File: src/rtl/adc_resp_pkg.sv
// Shared types and constants for the ADC command responder.
// Latency: n/a (declarations only).
// Backpressure: n/a.
package adc_resp_pkg;

    localparam int ADC_DATA_W = 12;
    localparam int ADC_CHAN_W = 5;
    localparam int DROP_W     = 8;
    // Conversion counter width; covers the full 1..1023 latency range.
    localparam int CNT_W      = 10;

    localparam logic [ADC_DATA_W-1:0] ZERO_DATA = '0;

    typedef enum logic [1:0] {
        ST_IDLE = 2'd0,
        ST_CONV = 2'd1,
        ST_RESP = 2'd2
    } state_t;

endpackage

File: src/rtl/adc_resp_pattern.sv
// 12-bit ramp generator used as a synthetic ADC sample source.
// Latency: ramp advances one edge after the advance strobe is seen.
// Backpressure: none; advance is a single-cycle strobe, wraps FFF->000.
module adc_resp_pattern
    import adc_resp_pkg::*;
(
    input  logic                  adc_clk,
    input  logic                  reset_n,
    input  logic                  advance,
    output logic [ADC_DATA_W-1:0] ramp
);

    // Ramp counter, wraps naturally at the data width.
    always_ff @(posedge adc_clk or negedge reset_n) begin
        if (!reset_n) begin
            ramp <= '0;
        end else if (advance) begin
            ramp <= ramp + ADC_DATA_W'(1);
        end
    end

endmodule

File: src/rtl/adc_cmd_responder.sv
// ADC command responder: accepts one command, waits CONV_CYCLES, returns one tagged 12-bit response.
// Latency: response_valid registered at accept edge + CONV_CYCLES; next accept earliest at + CONV_CYCLES + 2.
// Backpressure: command_ready low while busy (drops counted, saturating); response has no backpressure.
// Build option: define ADC_RESP_PATTERN_EN to return an internal ramp instead of sample_in.
module adc_cmd_responder
    import adc_resp_pkg::*;
#(
    parameter int CONV_CYCLES = 20,
    parameter int MAX_CHAN    = 16
) (
    input  logic                  adc_clk,
    input  logic                  reset_n,
    input  logic                  command_valid,
    input  logic [ADC_CHAN_W-1:0] command_channel,
    output logic                  command_ready,
    input  logic [ADC_DATA_W-1:0] sample_in,
    output logic                  response_valid,
    output logic [ADC_CHAN_W-1:0] response_channel,
    output logic [ADC_DATA_W-1:0] response_data,
    output logic                  busy,
    output logic [DROP_W-1:0]     drop_cnt
);

    state_t                  state, state_nxt;
    logic [CNT_W-1:0]        cnt, cnt_nxt;
    logic [ADC_CHAN_W-1:0]   chan_q;
    logic                    accept;
    logic                    resp_fire;
    logic [ADC_DATA_W-1:0]   src_data;

    assign command_ready = (state == ST_IDLE);
    assign busy          = (state != ST_IDLE);
    assign accept        = command_valid && command_ready;

`ifdef ADC_RESP_PATTERN_EN
    logic unused_sample;
    assign unused_sample = ^sample_in;

    adc_resp_pattern u_pattern (
        .adc_clk (adc_clk),
        .reset_n (reset_n),
        .advance (resp_fire),
        .ramp    (src_data)
    );
`else
    assign src_data = sample_in;
`endif

    // State and conversion counter registers.
    always_ff @(posedge adc_clk or negedge reset_n) begin
        if (!reset_n) begin
            state <= ST_IDLE;
            cnt   <= '0;
        end else begin
            state <= state_nxt;
            cnt   <= cnt_nxt;
        end
    end

    // Next-state logic; resp_fire marks the edge that registers the result.
    always_comb begin
        state_nxt = state;
        cnt_nxt   = cnt;
        resp_fire = 1'b0;
        case (state)
            ST_IDLE: begin
                if (command_valid) begin
                    state_nxt = ST_CONV;
                    cnt_nxt   = CNT_W'(CONV_CYCLES - 1);
                end
            end
            ST_CONV: begin
                if (cnt == '0) begin
                    state_nxt = ST_RESP;
                    resp_fire = 1'b1;
                end else begin
                    cnt_nxt = cnt - CNT_W'(1);
                end
            end
            ST_RESP: begin
                state_nxt = ST_IDLE;
            end
            default: begin
                state_nxt = ST_IDLE;
            end
        endcase
    end

    // Channel latched at accept; held for the whole conversion.
    always_ff @(posedge adc_clk or negedge reset_n) begin
        if (!reset_n) begin
            chan_q <= '0;
        end else if (accept) begin
            chan_q <= command_channel;
        end
    end

    // Response registers; channel/data hold their value between pulses.
    always_ff @(posedge adc_clk or negedge reset_n) begin
        if (!reset_n) begin
            response_valid   <= 1'b0;
            response_channel <= '0;
            response_data    <= '0;
        end else begin
            response_valid <= resp_fire;
            if (resp_fire) begin
                response_channel <= chan_q;
                response_data    <= (int'(chan_q) <= MAX_CHAN) ? src_data : ZERO_DATA;
            end
        end
    end

    // Saturating count of cycles where a command was offered while busy.
    always_ff @(posedge adc_clk or negedge reset_n) begin
        if (!reset_n) begin
            drop_cnt <= '0;
        end else if (command_valid && !command_ready && (drop_cnt != '1)) begin
            drop_cnt <= drop_cnt + DROP_W'(1);
        end
    end

endmodule
File: config.mk
export PLATFORM = sky130hd
export DESIGN_NAME = adc_cmd_responder
export DESIGN_NICKNAME = d
export VERILOG_FILES = /design/src/rtl/adc_resp_pkg.sv /design/src/rtl/adc_resp_pattern.sv /design/src/rtl/adc_cmd_responder.sv
export SDC_FILE = /design/constraint.sdc
export NUM_CORES = 1
export LEC_CHECK = 0
export ABC_AREA = 0
export CORE_MARGIN = 1.5
export CORE_UTILIZATION = 49
export DETAILED_ROUTE_END_ITERATION = 8
export PLACE_DENSITY = 0.81
export SLEW_MARGIN = 30
export SYNTH_ARGS = -nofsm -noshare
export SYNTH_HDL_FRONTEND = slang
export SYNTH_SLANG_ARGS = --single-unit
export TNS_END_PERCENT = 30
File: constraint.sdc
create_clock -name adc_clk -period 2 [get_ports adc_clk]
set_input_delay 0.2 -clock adc_clk [delete_from_list [all_inputs] [get_ports adc_clk]]
set_output_delay 0.2 -clock adc_clk [all_outputs]
set_load 0.05 [all_outputs]
# [Word level (Yosys, flattened, before mapping)]
# Index checks and enable logic that the tools add are counted.
[word_totals] ff_bits=43 in_bits=20
[classes] addsub=2 order_cmp=1 n_eq_ne=5 n_mux=9 n_reduce_logical=10
[op_table] op="2-to-1 mux 10 bit" n=2
[op_table] op="case mux 10 bit (2 select lines)" n=1
[op_table] op="2-to-1 mux 12 bit" n=1
[op_table] op="logical NOT 10 bit" n=1
[op_table] op="subtractor 10 x 1 -> 10 bit (second input constant)" n=1
[op_table] op="adder 8 x 1 -> 8 bit (second input constant)" n=1
[op_table] op="!= test 8 bit (second input constant)" n=1
[op_table] op="!= test 2 bit (second input constant)" n=3
[op_table] op="<= comparator 5 bit (second input constant)" n=1
[op_table] op="2-to-1 mux 2 bit" n=2
[op_table] op="case mux 2 bit (2 select lines)" n=1
[op_table] op="nonzero test 2 bit" n=2
[op_table] op="logical AND 1 bit" n=3
[op_table] op="AND reduction 3 bit" n=1
[op_table] op="equality test 2 x 1 -> 1 bit (second input constant)" n=1
[op_table] op="logical NOT 2 bit" n=1
[op_table] op="2-to-1 mux 1 bit" n=2
[op_table] op="AND reduction 2 bit" n=1
[op_table] op="logical NOT 1 bit" n=1

# [Longest topological paths before layout]
# Gate-level depths: netlist of run 1.
[logic_depth] depth_word=4 depth_mapped=7

# [Worst setup path after synthesis of run 1]
# Ideal clock, no wire load.
[synth_path] path_type="reg-to-reg" from="register state[1]" to="register cnt[0]" setup_time_ns=0.079 arrival_time_ns=2.059 required_time_ns=1.921 setup_slack_ns=-0.138 stages_incl_launch_ff=7 period_less_slack_ns=2.138 path_cell_list="dfrtp_1 nor2_1 and2_1 clkbuf_1 clkbuf_1 nor2_1 mux2i_1"
[synth_between] elab_chain_len=3
[synth_rtl] item="start: declaration" line="adc_cmd_responder.sv:24" rtl="state_t state, state_nxt;"
[synth_rtl] item="start signal: assignment" line="adc_cmd_responder.sv:55" rtl="state <= state_nxt;"
[synth_rtl] item="logical NOT 2 bit (*)"
[synth_rtl] item="net command_ready" line="adc_cmd_responder.sv:15" rtl="output logic command_ready,"
[synth_rtl] item="!= test 2 bit (no line) / nonzero test 2 bit (equally long branches)"
[synth_rtl] item="AND reduction 3 bit (no line)"
[synth_rtl] item="end signal: assignment" line="adc_cmd_responder.sv:56" rtl="cnt <= cnt_nxt;"
[synth_rtl] item="end: declaration" line="adc_cmd_responder.sv:25" rtl="logic [CNT_W-1:0] cnt, cnt_nxt;"
# The timed path passes the listed nets; every way through them passes the cells marked *.
# A chain may end at the register's enable or synchronous reset.

# [Worst setup path after layout of run 1]
[layout_path] from="register state[1]" to="output command_ready"
[layout_between] elab_chain_len=1
[layout_rtl] item="logical NOT 2 bit" line="adc_cmd_responder.sv:31" rtl="assign command_ready = (state == ST_IDLE);"
[layout_rtl] item="end: declaration" line="adc_cmd_responder.sv:15"
# Every way passes these cells.

==> impl_results.md, run 1 <==
* Crit. End Element: output port
* NetSw at 2.18 mW
* Peak supply drop at 1020 uV
* Buffers inserted by post-CTS timing repair at 0
* TritonCTS buffer count at 5
* Worst Hold Class: input port to register
* Core region area at 3740 sq um
* Worst setup margin at 64.7 ps
* Sequential area share after synthesis at 55.2%
* Die W at 66.1 microns
* Worst setup path category: register to output port
* Final core occ at 70.6%
* Pwr/cell area at 1780 nW/um^2
* Drt total wl at 3770 microns
* Worst path required time at 1800 ps
* Site Rows at 22
* Final period util at 96.8%
* IO buf count at 47
* Drt pass-1 iters at 4
* Min Hold Slack at 470 ps
* Critical path buffers and inverters at 1
* Fillcell total at 289
* Initial DRC count at 45
* Worst R2R Path Depth at 4
* # IOs at 48
* Initial antenna violation count at 0
* Critical Path, Cell by Cell: nor2_2 -> clkdlybuf4s50_1
* Share of layout cells above drive strength 1 at 17.2%
* Bufs on Longest Clock Path at 2
* Reg2reg start: state[1]
* FFs w/ async S/R, synth at 100%
* # DRC at 0
* Finished Cell Area at 2640 sq um
* Clk slew on worst S/H paths at 80 ps
* Pleak at 1.18 nW
* Fin crit period at 1940 ps
* Sw Ratio at 46.5%
* RD Place Congestion at 0.772
* YS warnings at 0
* # setup viols final at 0
* Worst Skew at 4.04 ps
* R2R Path End: cnt[7]
* Clock Latency Late Sink at 290 ps
* CTS tree: done
* F_max at 0.517 GHz
* Data arrival, critical path at 1740 ps
* Status: complete, no violations
* Routed length per placed instance at 13.1 microns
* Total power at 4.69 mW
* ANT nets after route at 0
* Post-synthesis cell area at 1950 sq um
* GR Util All Layers at 18.6%
* H-tree levels at 2
* Non-filler cells, final at 287
* Clock sink count at 43
* CP startpoint kind: register
* First-pass GRT wire length at 6120 microns
* EDFF count, synth at 0
* CP max-delay cell: clkdlybuf4s50_1
* Area grow syn2layout at 35.5%
* Die height at 66.1 microns
* Reg power frac at 34.2%
* Vias in the first global route at 1394
* Cell variety after synth at 39
* Total placed cells including tap cells at 278
* CP endpoint: command_ready
* Post-DR vias/cell at 5.17
* R2R Setup Slk at 110 ps
* Total global routing overflow at 0
* Avg Synthesized Cell Area at 10.9 sq um
* Die area at 4370 sq um
* Slowest Stage Delay on Critical Path at 810 ps
* Dpl ws at 26.2 ps
* Commonest non-fill, non-tap cell in the layout: clkdlybuf4s50_1
* Hold Vio Cnt, Final at 0
* Number of max-cap violations at 0
* Cell internal pwr at 2.51 mW
* Worst slew margin at 65.4%
* Synthesized instance count at 179
* Most used flip-flop cell after synthesis: dfrtp_1
* Root buf cell: clkbuf_8
* Final max-slew violation count at 0
* Setup TNS at 0 ps
* Critical Path Fanout Max at 5
* Most frequent cells in the layout: 46 x clkdlybuf4s50_1, 43 x dfrtp_1, 16 x inv_1
* Layout Nets at 260
* Combinational power share at 54.5%
* DR vias at 1484
* Worst-Margin Slew at 518 ps
* Cell Area, Placed at 2530 sq um
* Antenna diodes at 0
* Crit path depth at 2
* Crit-path leading delay family: buffers and inverters
* Largest net degree at the start of global routing at 44
* HPWL Detailed at 2680 microns
* Critical path origin: state[1]
* Net Count, Synth at 201
* Starting Density at 52.1%
* Clock power share at 11.3%
* Synthesis-stage register bit count at 43
power groups by stage:
stage | clock network, mW | logic (mW) | registers [mW]
2_1_floorplan | 0 | 0.894 | 2.39
3_3_place_gp | 0 | 2.50 | 1.59
3_5_place_dp | 0 | 2.54 | 1.61
4_1_cts | 0.545 | 2.55 | 1.60
5_1_grt | 0.588 | 2.75 | 1.66
6_report | 0.530 | 2.56 | 1.60
layout make-up:
| cell class | instances | area, sq um | share of cell area (%) |
|---|---|---|---|
| Multi-Input combinational cell | 114 | 811 | 30.7 |
| Tap cell | 48 | 60.1 | 2.27 |
| Inverter | 16 | 60.1 | 2.27 |
| Sequential cell | 43 | 1080 | 40.7 |
| Clock buffer | 6 | 72.6 | 2.75 |
| Timing Repair Buffer | 58 | 551 | 20.8 |
| Clock inverter | 2 | 12.5 | 0.473 |
worst min-delay path by stage:
stage / slack, ps / end / depth (start not counted) / startpoint
after floorplan: -100 / chan_q[0] / 0 / reset_n
after global placement: 290 / drop_cnt[2] / 2 / reset_n
after detailed placement: 300 / drop_cnt[2] / 2 / reset_n
after CTS: 470 / response_data[9] / 3 / sample_in[9]
after global routing: 480 / response_data[8] / 3 / sample_in[8]
final: 470 / response_data[9] / 3 / sample_in[9]
what timing repair did:
item	in CTS	in global routing
gates resized for setup	0	3
endpoints found under the setup margin	0	6
hold endpoints to repair	43	0
hold buffers	1	0
cells in the mapped netlist, types with 2 or more instances:
| master | instances | area share (%) |
|---|---|---|
| mux2_2 | 13 | 7.5 |
| buf_2 | 2 | 0.51 |
| o21ai_0 | 14 | 3.6 |
| a21oi_1 | 6 | 1.5 |
| nand4_1 | 3 | 0.96 |
| dfrtp_1 | 43 | 55 |
| xnor2_1 | 2 | 0.90 |
| ha_1 | 2 | 1.3 |
| nand2_1 | 9 | 1.7 |
| nand2b_1 | 5 | 1.6 |
| nand3_1 | 14 | 3.6 |
| mux2i_1 | 6 | 3.1 |
| nor2_1 | 12 | 2.3 |
| inv_1 | 16 | 3.1 |
| nor2b_1 | 2 | 0.64 |
| nor3_1 | 4 | 1.0 |
| clkbuf_1 | 3 | 0.58 |
| and3_1 | 2 | 0.64 |
flip-flops by register name, summed over array words and instances (netlist names):
register and count:
response_channel 5, drop_cnt 8, response_data 12, state 2
chan_q 5, cnt 10, response_valid 1
layer usage:
layer / GRT usage (%) / up-vias / share of wire, %
li1: - / 745 / -
met1: 23.9 / 692 / 46
met2: 29.0 / 39 / 47
met3: 5.11 / 8 / 5.2
met4: 8.67 / 0 / 2.1
met5: 0 / - / 0
cell families after synthesis:
kind of cell               after synthesis  synth area share [%]
buffers and inverters                   22                  4.55
muxes                                   19                  10.6
DFF                                     43                  55.2
and+or+nand+nor                         63                  18.9
adders and majority gates                2                  1.28
AOI/OAI and AO/OA                       27                  8.15
xor gates and xnor gates                 3                  1.35
worst register-to-register path: cells and delay by family (launching register included):
| kind | cells | cell delay [ps] |
|---|---|---|
| flip-flops | 1 | 460 |
| AND/OR/NAND/NOR | 3 | 1150 |
| multiplexers | 1 | 210 |
No activity file was read; power rests on OpenSTA's default activity.
==> run 2, diff against run 1 <==
--- a/config.mk
+++ b/config.mk
@@ -6,10 +6,9 @@
 export NUM_CORES = 1
 export LEC_CHECK = 0
 export ABC_AREA = 0
-export CORE_MARGIN = 1.5
-export CORE_UTILIZATION = 49
+export CORE_UTILIZATION = 52
 export DETAILED_ROUTE_END_ITERATION = 8
-export PLACE_DENSITY = 0.81
+export PLACE_DENSITY = 0.86
 export SLEW_MARGIN = 30
 export SYNTH_ARGS = -nofsm -noshare
 export SYNTH_HDL_FRONTEND = slang
==> constraint.sdc (replaced) <==
create_clock -name adc_clk -period 2.5 [get_ports adc_clk]
set_input_delay 0.25 -clock adc_clk [delete_from_list [all_inputs] [get_ports adc_clk]]
set_output_delay 0.25 -clock adc_clk [all_outputs]
set_load 0.05 [all_outputs]
==> run 2 against run 1 <==
Compared with the run above: combinational power is 22% lower; routed wire length is 2.9% higher; core utilization is 4.6 points higher; critical path type is now register to register; largest cell class unchanged; largest power group unchanged.
==> impl_results.md, run 2 (synthesis gave the netlist of run 1 again) <==
* Post-DR vias/cell at 5.34
* Worst Skew at 3.59 ps
* Pleak at 1.16 nW
* Root buf cell: clkbuf_8
* Area grow syn2layout at 33.7%
* Bufs on Longest Clock Path at 2
* Clk slew on worst S/H paths at 80 ps
* GR Util All Layers at 22.0%
* Total placed cells including tap cells at 270
* Final max-slew violation count at 0
* Total power at 3.82 mW
* F_max at 0.491 GHz
* Drt pass-1 iters at 4
* Pwr/cell area at 1460 nW/um^2
* Site Rows at 21
* Die area at 4000 sq um
* RSZ-0062 raised after global routing: false
* Fillcell total at 243
* Drt total wl at 3880 microns
* Initial antenna violation count at 0
* Reg with most FFs: response_data
* Crit. End Element: register
* H-tree levels at 2
* Largest regs: response_data x12, cnt x10, drop_cnt x8
* Largest net degree at the start of global routing at 44
* Number of max-cap violations at 0
* Layout Nets at 254
* Fin crit period at 2040 ps
* Register area at 1080 sq um
* Hold Vio Cnt, Final at 0
* Antenna diodes at 0
* Total global routing overflow at 0
* Vias in the first global route at 1376
* Buffers inserted by post-CTS timing repair at 0
* Most frequent cells in the layout: 46 x clkdlybuf4s50_1, 43 x dfrtp_1, 16 x inv_1
* CP startpoint kind: register
* Slowest Stage Delay on Critical Path at 570 ps
* # IOs at 48
* Worst setup margin at 464 ps
* Routed length per placed instance at 13.9 microns
* Core region area at 3470 sq um
* Critical Path, Cell by Cell: or4_4 -> and4bb_1 -> buf_4 -> nand3_1 -> o21ai_0
* Final period util at 81.4%
* Critical path origin: cnt[6]
* TritonCTS buffer count at 5
* Clock sink count at 43
* Worst path required time at 2710 ps
* Area of the multi-input gates at 793 sq um
* CTS tree: done
* Commonest non-fill, non-tap cell in the layout: clkdlybuf4s50_1
* Peak supply drop at 1030 uV
* Die height at 63.2 microns
* Initial DRC count at 82
* HPWL Detailed at 2580 microns
* Starting Density at 56.2%
* Worst-Margin Slew at 516 ps
* # setup viols final at 0
* RD Place Congestion at 0.815
* Worst slew margin at 65.5%
* Worst Hold Class: input port to async pin
* Worst setup path category: register to register
* CP max-delay cell: or4_4
* First-pass GRT wire length at 6570 microns
* Share of layout cells above drive strength 1 at 14.2%
* Status: complete, no violations
* # DRC at 0
* Data arrival, critical path at 2250 ps
* Dpl ws at 471 ps
* Min Hold Slack at 480 ps
* ANT nets after route at 0
* Die W at 63.2 microns
* DR vias at 1491
* Setup TNS at 0 ps
* Max reg flops at 12
* Clock Latency Late Sink at 300 ps
* Non-filler cells, final at 279
* Reg2reg start: cnt[6]
* IO buf count at 47
* Critical Path Fanout Max at 25
-- run 2: area by class of cell --
cell class / instances / area share (%)
Clock inverter: 3 / 1.68
Clock buffer: 5 / 2.64
Multi-Input combinational cell: 114 / 30.4
Tap cell: 46 / 2.21
Sequential cell: 43 / 41.3
Inverter: 16 / 2.30
Timing Repair Buffer: 52 / 19.5
-- run 2: worst paths after layout --
path,to,slack (ps),cells after the start
setup / recovery,response_data[11],460,5
hold / removal,chan_q[0],480,2
setup reg to reg,response_data[11],460,5
hold reg to reg,response_channel[3],520,1
max in group asynchronous,cnt[0],1670,2
min in group adc_clk,response_data[6],520,3
-- run 2: critical path: cells and delay by family, from the launching register on --
kind,cells,cell delay [ps]
and+or+nand+nor,3,1120
DFF,1,430
buffers and inverters,1,300
AOI/OAI and AO/OA,1,90
-- run 2: through the flow --
| stage | area [sq um] | utilization (%) |
|---|---|---|
| 6_report | 2610 | 75.2 |
| 5_1_grt | 2610 | 75.2 |
| 3_3_place_gp | 2480 | 71.6 |
| 3_5_place_dp | 2480 | 71.6 |
| 4_1_cts | 2590 | 74.8 |
| 2_1_floorplan | 1950 | - |
-- run 2: power breakdown --
group	switching [mW]	internal [mW]
Clock	0.237	0.297
Combinational	1.22	0.770
Sequential	0.289	1.01
-- run 2: repair_timing --
action,in CTS,in global routing
hold buffers,0,1
endpoints found under the hold margin,0,43
endpoints found under the setup margin,0,0
gates resized for setup,0,0
-- run 2: metal layers --
layer / GRT usage, % / routed length, microns
met5: 0 / 0
met3: 6.52 / 219
met2: 32.8 / 1780
met4: 9.38 / 51
met1: 30.0 / 1830
